## src/rtl/vend_pkg.sv

```systemverilog
// rtl/vend_pkg.sv - shared types and constants for the vending controller
package vend_pkg;

    localparam int CREDIT_W = 8;

    localparam logic [CREDIT_W-1:0] PRICE2 = 8'd2;
    localparam logic [CREDIT_W-1:0] PRICE6 = 8'd6;

    typedef enum logic [1:0] {
        ST_IDLE   = 2'd0,
        ST_VEND   = 2'd1,
        ST_CHANGE = 2'd2
    } state_t;

    // A selection is honoured only when both credit and stock cover it.
    function automatic logic can_afford(
        input logic [CREDIT_W-1:0] cr,
        input logic [CREDIT_W-1:0] price,
        input logic [3:0]          stock
    );
        return (cr >= price) && (stock != 4'd0);
    endfunction

endpackage

```

## src/rtl/change_dispenser.sv

```systemverilog
// rtl/change_dispenser.sv - refund counter emitting one high/low pulse pair per unit
module change_dispenser
    import vend_pkg::*;
(
    input  logic                clk,
    input  logic                rst_n,
    input  logic                load,
    input  logic [CREDIT_W-1:0] load_val,
    output logic                pulse,
    output logic                done
);

    logic [CREDIT_W-1:0] r_cnt;
    logic                r_pulse;

    // r_cnt counts units still owed, including the one whose high cycle is showing.
    always_ff @(posedge clk or negedge rst_n) begin
        if (!rst_n) begin
            r_cnt   <= '0;
            r_pulse <= 1'b0;
        end else if (load) begin
            r_cnt   <= load_val;
            r_pulse <= (load_val != '0);
        end else if (r_pulse) begin
            r_pulse <= 1'b0;
            r_cnt   <= r_cnt - 8'd1;
        end else if (r_cnt != '0) begin
            r_pulse <= 1'b1;
        end
    end

    assign pulse = r_pulse;
    assign done  = (r_cnt == '0) && !r_pulse;

endmodule

```

## src/rtl/vend_ctrl.sv

```systemverilog
// rtl/vend_ctrl.sv - two-product coin vending controller with credit, stock and refund
module vend_ctrl
    import vend_pkg::*;
#(
    parameter int STOCK_INIT  = 8,
    parameter int VEND_CYCLES = 2
) (
    input  logic                clk,
    input  logic                rst_n,
    input  logic [3:0]          coin,
    input  logic                sel2,
    input  logic                sel6,
    input  logic                cancel,
    input  logic                restock,
    output logic [CREDIT_W-1:0] credit,
    output logic                vend2,
    output logic                vend6,
    output logic                deny,
    output logic                coin_rej,
    output logic                change_pulse,
    output logic                busy,
    output logic                empty2,
    output logic                empty6
);

    localparam logic [3:0] STOCK_FULL = 4'(STOCK_INIT);
    localparam logic [2:0] VEND_LAST  = 3'(VEND_CYCLES - 1);

    state_t              r_state;
    logic [CREDIT_W-1:0] r_credit;
    logic [3:0]          r_stock2;
    logic [3:0]          r_stock6;
    logic [2:0]          r_vcnt;
    logic                r_vend2;
    logic                r_vend6;
    logic                r_deny;
    logic                r_coin_rej;
    logic                r_busy;
    logic                r_empty2;
    logic                r_empty6;

    logic                w_idle;
    logic                w_coin;
    logic [CREDIT_W:0]   w_sum;
    logic                w_cancel_ok;
    logic                w_sel6_req;
    logic                w_sel6_ok;
    logic                w_sel2_req;
    logic                w_sel2_ok;
    logic                w_restock;
    logic                w_take;
    logic                w_coin_add;
    logic                w_chg_pulse;
    logic                w_chg_done;

    // An asserted cancel claims the cycle even with zero credit, masking selections.
    assign w_idle      = (r_state == ST_IDLE);
    assign w_coin      = (coin != 4'd0);
    assign w_sum       = {1'b0, r_credit} + {5'd0, coin};
    assign w_cancel_ok = w_idle && cancel && (r_credit != '0);
    assign w_sel6_req  = w_idle && !cancel && sel6;
    assign w_sel6_ok   = w_sel6_req && can_afford(r_credit, PRICE6, r_stock6);
    assign w_sel2_req  = w_idle && !cancel && !sel6 && sel2;
    assign w_sel2_ok   = w_sel2_req && can_afford(r_credit, PRICE2, r_stock2);
    assign w_restock   = w_idle && !cancel && !sel6 && !sel2 && restock;
    assign w_take      = w_cancel_ok || w_sel6_ok || w_sel2_ok;
    assign w_coin_add  = w_idle && w_coin && !w_take && !w_sum[CREDIT_W];

    change_dispenser u_change (
        .clk      (clk),
        .rst_n    (rst_n),
        .load     (w_cancel_ok),
        .load_val (r_credit),
        .pulse    (w_chg_pulse),
        .done     (w_chg_done)
    );

    always_ff @(posedge clk or negedge rst_n) begin
        if (!rst_n) begin
            r_state    <= ST_IDLE;
            r_credit   <= '0;
            r_stock2   <= STOCK_FULL;
            r_stock6   <= STOCK_FULL;
            r_vcnt     <= '0;
            r_vend2    <= 1'b0;
            r_vend6    <= 1'b0;
            r_deny     <= 1'b0;
            r_coin_rej <= 1'b0;
            r_busy     <= 1'b0;
            r_empty2   <= 1'b0;
            r_empty6   <= 1'b0;
        end else begin
            r_deny     <= 1'b0;
            r_coin_rej <= w_coin && !w_coin_add;
            if (w_coin_add) begin
                r_credit <= w_sum[CREDIT_W-1:0];
            end
            case (r_state)
                ST_IDLE: begin
                    if (w_cancel_ok) begin
                        r_credit <= '0;
                        r_busy   <= 1'b1;
                        r_state  <= ST_CHANGE;
                    end else if (w_sel6_req) begin
                        if (w_sel6_ok) begin
                            r_credit <= r_credit - PRICE6;
                            r_stock6 <= r_stock6 - 4'd1;
                            r_empty6 <= (r_stock6 == 4'd1);
                            r_vend6  <= 1'b1;
                            r_vcnt   <= VEND_LAST;
                            r_busy   <= 1'b1;
                            r_state  <= ST_VEND;
                        end else begin
                            r_deny <= 1'b1;
                        end
                    end else if (w_sel2_req) begin
                        if (w_sel2_ok) begin
                            r_credit <= r_credit - PRICE2;
                            r_stock2 <= r_stock2 - 4'd1;
                            r_empty2 <= (r_stock2 == 4'd1);
                            r_vend2  <= 1'b1;
                            r_vcnt   <= VEND_LAST;
                            r_busy   <= 1'b1;
                            r_state  <= ST_VEND;
                        end else begin
                            r_deny <= 1'b1;
                        end
                    end else if (w_restock) begin
                        r_stock2 <= STOCK_FULL;
                        r_stock6 <= STOCK_FULL;
                        r_empty2 <= 1'b0;
                        r_empty6 <= 1'b0;
                    end
                end
                ST_VEND: begin
                    if (r_vcnt == 3'd0) begin
                        r_vend2 <= 1'b0;
                        r_vend6 <= 1'b0;
                        r_busy  <= 1'b0;
                        r_state <= ST_IDLE;
                    end else begin
                        r_vcnt <= r_vcnt - 3'd1;
                    end
                end
                ST_CHANGE: begin
                    if (w_chg_done) begin
                        r_busy  <= 1'b0;
                        r_state <= ST_IDLE;
                    end
                end
                default: begin
                    r_vend2 <= 1'b0;
                    r_vend6 <= 1'b0;
                    r_busy  <= 1'b0;
                    r_state <= ST_IDLE;
                end
            endcase
        end
    end

    assign credit       = r_credit;
    assign vend2        = r_vend2;
    assign vend6        = r_vend6;
    assign deny         = r_deny;
    assign coin_rej     = r_coin_rej;
    assign change_pulse = w_chg_pulse;
    assign busy         = r_busy;
    assign empty2       = r_empty2;
    assign empty6       = r_empty6;

endmodule

```

## config.mk

```make
export PLATFORM = sky130hd
export DESIGN_NAME = vend_ctrl
export DESIGN_NICKNAME = d
export VERILOG_FILES = /design/src/rtl/vend_pkg.sv /design/src/rtl/change_dispenser.sv /design/src/rtl/vend_ctrl.sv
export SDC_FILE = /design/constraint.sdc
export NUM_CORES = 1
export LEC_CHECK = 0
export BUFFER_PORTS_ARGS = -buffer_cell sky130_fd_sc_hd__buf_2
export CAP_MARGIN = 15
export CORE_ASPECT_RATIO = 0.8
export CORE_MARGIN = 3
export CORE_UTILIZATION = 40
export DETAILED_ROUTE_END_ITERATION = 7
export GPL_ROUTABILITY_DRIVEN = 0
export GPL_TIMING_DRIVEN = 1
export HOLD_SLACK_MARGIN = 0.03
export PLACE_DENSITY_LB_ADDON = 0.25
export SLEW_MARGIN = 20
export SYNTH_ARGS = -nofsm -noshare
export SYNTH_HDL_FRONTEND = slang
export SYNTH_SLANG_ARGS = --single-unit
```

## constraint.sdc

```tcl
create_clock -name clk -period 3.6 [get_ports clk]
set_input_delay 0.18 -clock clk [delete_from_list [all_inputs] [get_ports clk]]
set_output_delay 0.18 -clock clk [all_outputs]
set_load 0.005 [all_outputs]
```

== After elaboration in Yosys (flattened, before gate mapping) ==
Index checks and enable logic that the tools add are counted.
Storage, ports and cells
  flip-flop bits (word level): 37
  input port bits: 10
  word-level logic and storage cells: 151
Cells by class
  add/sub/neg operators: 7
  $lt $le $gt $ge: 2
  eq/ne operators: 22
  mux-type cells: 59
  bitwise gates (word level): 3
  reductions and logical operators: 44
Operators by type and width (count)
  two-way mux 8 bit: 9
  two-way mux 1 bit: 26
  two-way mux 4 bit: 6
  AND reduction 5 bit: 4
  two-way mux 3 bit: 6
  logical AND 1 bit: 17
  nonzero test 8 bit: 2
  two-way mux 2 bit: 7
  inequality test 2 x 1 -> 1 bit, second input constant: 7
  AND reduction 6 bit: 2
  nonzero test 4 bit: 3
  inequality test 2 bit, second input constant: 5
  adder 8 x 4 -> 9 bit: 1
  case mux 1 bit (3 select lines): 3
  == test 4 x 1 -> 1 bit, second input constant: 2
  greater-or-equal comparator 8 x 2 -> 1 bit, second input constant: 1
  greater-or-equal comparator 8 x 3 -> 1 bit, second input constant: 1
  logical NOT 8 bit: 1
  inequality test 4 x 1 -> 1 bit, second input constant: 2
  nonzero test 2 bit: 4
  subtractor 4 x 1 -> 4 bit, second input constant: 2
  subtractor 8 x 1 -> 8 bit, second input constant: 1
  subtractor 8 x 2 -> 8 bit, second input constant: 1
  subtractor 8 x 3 -> 8 bit, second input constant: 1
  other kinds (13): 23

== Logic depth before layout (Yosys ltp) ==
  depth after elaboration: 15
  depth in mapped cells: 10
  mapped depth without buffers: 8

== Hierarchy ==
Synthesis repeated with hierarchy kept, for this count alone.
Second synthesis, totals
  cell total of the unflattened synthesis: 277
  area total of the unflattened synthesis: 2553.7 µm²
Modules (own cells, without submodules)
  vend_ctrl: instances 1, cells an instance 220, area an instance 2039.5 µm², seq. area each 703.2 µm²
  change_dispenser: instances 1, cells an instance 57, area an instance 514.2 µm², seq. area each 225.2 µm²

== Least setup slack after synthesis ==
Ideal clock, no wire load.
  path type: flip-flop to flip-flop
  start: reg r_credit[7], in the netlist credit[7]
  end: reg r_credit[7], in the netlist credit[7]
  library setup time: 0.120 ns
  data arrival time: 2.455 ns
  required time: 3.480 ns
  slack: 1.025 ns
  stages on the path, launching flop included: 7
  buffers on the path: 0
  clock period less this slack: 2.575 ns
  cells stage by stage: dfrtp_1 -> or4_4 -> a311o_2 -> a22oi_1 -> nor3_1 -> a221o_2 -> and3_1
On the way
  word-level cells in the longest chain between the ends: 14
RTL lines
  from (decl): line vend_ctrl.sv:30  | logic [CREDIT_W-1:0] r_credit;
  from (signal assigned): line vend_ctrl.sv:96  | r_credit <= w_sum[CREDIT_W-1:0];
  from (signal assigned): line vend_ctrl.sv:106  | r_credit <= r_credit - PRICE6;
  from (signal assigned): line vend_ctrl.sv:118  | r_credit <= r_credit - PRICE2;
  greater-or-equal comparator 8 x 3 -> 1 bit: line vend_pkg.sv:21  | return (cr >= price) && (stock != 4'd0);
  logical AND 1 bit: line vend_pkg.sv:21
  logical AND 1 bit: line vend_ctrl.sv:62  | assign w_sel6_ok = w_sel6_req && can_afford(r_credit, PRICE6, r_stock6);
  logical OR 1 bit (2 in a row): line vend_ctrl.sv:66  | assign w_take = w_cancel_ok || w_sel6_ok || w_sel2_ok;
  logical NOT 1 bit: line vend_ctrl.sv:67  | assign w_coin_add = w_idle && w_coin && !w_take && !w_sum[CREDIT_W];
  logical AND 1 bit (2 in a row): line vend_ctrl.sv:67
  two-way mux 8 bit: line vend_ctrl.sv:95  | if (w_coin_add) begin
  two-way mux 8 bit: line vend_ctrl.sv:117  | if (w_sel2_ok) begin
  two-way mux 8 bit: line vend_ctrl.sv:116  | end else if (w_sel2_req) begin
  two-way mux 8 bit: line vend_ctrl.sv:104  | end else if (w_sel6_req) begin
  two-way mux 8 bit: line vend_ctrl.sv:100  | if (w_cancel_ok) begin
  two-way mux 8 bit *: line vend_ctrl.sv:98  | case (r_state)
Mark *: on every way between the ends. The rest lies on a longest branch, timed or not.
A chain may end at the register's enable or synchronous reset.

== Final worst setup path ==
  start: reg r_credit[4], in the netlist credit[4]
  end: reg r_credit[6], in the netlist credit[6]
The elaborated chain is that of the path after synthesis.

==> results.ini <==
[clocking]
h-tree-depth=2
cts_tree=done
cts_buffers=5
ctsRootBufferMaster=clkbuf_8
clock_latency_ns=0.29
numClockSinks=37
path_clk_slew_ns=0.08
clock_path_buffers=2

[grt]
track_usage_pct=18.09
grt_pass1_vias=1988
use_met3_pct=3.554
globalRouteMet2Util_pct=25.91
grt_pass1_wl_mm=9.853
antenna_found_initial=0
grt_overflow=0
busiest_layer=met1
grt_max_degree=38
met1_usage_pct=27.17

[floorplanning]
die_w_um=93.28
die_h_um=75.82
rows=24
initial_core_util_pct=42.95
dieArea_um2=7072
core_area_um2=5675
io_pins=26

[critical_path]
critPathKind=reg2reg
path_max_fanout=12
r2r_cells=6
worstSetupStartpointType=register
end_kind=register
cp.required_ns=3.78
max_stage_delay_ns=0.61
worstPathArrival_ns=3.20
crit_path_cell_trace=or4_4 > o31ai_1 > nand2_1 > nor4_1 > and4b_2 > o32ai_1
slowest_stage=or4_4

[timing]
worst_slew_pin_slew_ns=0.8438
post-route-period-util_pct=84.06
hold_viol_final=0
fin_hold_ws_ns=0.2262
slew_headroom_pct=43.75
rsz0062_at_grt=no
maxSlewViolCount=0
post-route-min-period_ns=3.026
fmax_mhz=330.4
setup_viol_count_final=0
skew_ns=0.01125
tns_ns=0

[hold_path]
whs_path_depth=3
hold_path_class=in2reg

[yosys]
synth_largest_area_cell=dfrtp_1
synth_common_cells=dfrtp_1, nor2_1, nand2_1
ys_seq_elements=37
syn_avg_cell_area_um2=9.163
syn_area_um2=2437
synth_top_area_share_pct=35.93
yosysUniqueCellTypes=63
synth_enable_flop_cells=0
syn-instance-count=266
synthArstFlopShare_pct=100.0
ys.flop_type=dfrtp_1
synth_area_leaders=dfrtp_1, ha_1, nor2_1
synth_nets=291
yosys_warnings=0
synth_seq_area_share_pct=38.09
yosysMostFrequentCell=dfrtp_1

[power]
p_leak_nw=1.202
power.density_nw_per_um2=773.8
peakVddDrop_mv=0.3357
total_power_mw=2.099

[cells_and_area]
syn_to_final_growth_pct=11.29
final_util_pct=47.80
stdcell_area_um2=2713
drive_above_1_share_pct=18.03
nNetsFinal=318
n_antenna_cell=0

[run]
max-cap-violations=0

[drt]
vias=2030
routedWlPerCell_um=15.12
wirelength_mm=5.626
drt_pass1_iterations=4
drcViolationCount=0
ant_nets=0
vias_per_cell=5.457
drtIter0Drc=162

[placement]
dpl_cell_area_um2=2613
dp_hpwl_mm=4.245
portBuffers=25

[run_status]
status=finished clean

-- state kept, by name, summed over array words and instances, names as in the netlist --
name / count
r_stock6: 4
u_change.pulse: 1
credit: 8
vend6: 1
vend2: 1
r_stock2: 4
coin_rej: 1
empty6: 1
busy: 1
r_vcnt: 3
u_change.r_cnt: 8
empty2: 1
deny: 1
r_state: 2
-- timing repair --
| action | CTS | global route |
|---|---|---|
| hold buffers | 1 | 0 |
| buffers inserted | 0 | 0 |
| hold endpoints to repair | 14 | 0 |
| resized for setup | 0 | 0 |
-- where the power goes --
part           internal (mW)  leakage (nW)  switching [mW]  total (mW)
sequential             0.594         0.459           0.235       0.828
clock                  0.156        0.0455           0.143       0.300
combinational          0.441         0.698           0.530       0.971
total                   1.19          1.20           0.908        2.10
-- cell families (layout without fill, tap and decap cells) --
group,after synthesis,count (layout),share of synthesized area (%)
AND/OR/NAND/NOR,102,102,22.33
XOR/XNOR,14,14,5.031
multiplexers,3,3,1.232
flip-flops,37,37,38.09
AO/OA/AOI/OAI,70,70,19.87
buffers and inverters,24,52,5.030
adder cells (fa/ha/maj),16,16,8.419
-- placed cells by master (no fill, tap or decap), types with 2 or more instances in the layout --
master and count:
nor3_1 7, o31ai_1 2, o2bb2ai_1 3, clkbuf_8 6
ha_1 14, or2_2 2, a31oi_1 2, inv_1 16
a21o_1 3, clkbuf_1 2, nand2_1 26, xnor2_1 7
dfstp_2 2, o21bai_1 2, o21ai_0 19, dfrtp_1 35
xor2_1 7, and3_1 4, nor2_1 29, mux2i_1 3
a21oi_1 13, a211oi_1 7, nor4_1 7, buf_2 25
or4_1 2, nand3_1 6, buf_4 2, nand2b_1 3
nor4b_1 3
-- worst paths after layout --
check / start / end / slack, ns
setup / recovery: credit[4]$_DFF_PN0_ / credit[6]$_DFF_PN0_ / 0.57
hold / removal: coin[3] / coin_rej$_DFF_PN0_ / 0.23
setup reg to reg: credit[4]$_DFF_PN0_ / credit[6]$_DFF_PN0_ / 0.57
hold reg to reg: r_vcnt[0]$_DFFE_PN0P_ / r_vcnt[0]$_DFFE_PN0P_ / 0.49
max in group asynchronous: rst_n / r_stock2[2]$_DFFE_PN0P_ / 2.53
min in group asynchronous: rst_n / u_change.r_cnt[7]$_DFFE_PN0P_ / 0.52
-- worst max-delay path, delay by kind of cell, from the launching register on --
kind	cells	cell delay, ns
and+or+nand+nor	4	1.83
DFF	1	0.50
AOI/OAI and AO/OA	2	0.59
-- metrics by stage --
| stage | worst slack (ns) | instances |
|---|---|---|
| 5_1_grt | 0.3958 | 372 |
| 3_5_place_dp | 0.6311 | 363 |
| 3_3_place_gp | 0.7506 | 363 |
| 2_1_floorplan | 1.025 | 266 |
| 4_1_cts | 0.6359 | 372 |
| 6_report | 0.5738 | 372 |
-- layout make-up --
class	count	area, um^2
fill	538	2963
inverter	16	60.06
tap	78	97.59
clock buffer	8	90.09
multi-input combinational	205	1386
sequential	37	928.4
timing repair buffer	28	150.1
-- routing by layer --
metal / wire length [um] / vias to the layer above
met5: 0 / -
met4: 49 / 0
met3: 349 / 4
met2: 2344 / 57
met1: 2882 / 940
li1: - / 1029
Note: power is estimated with default switching activity, not from simulation.
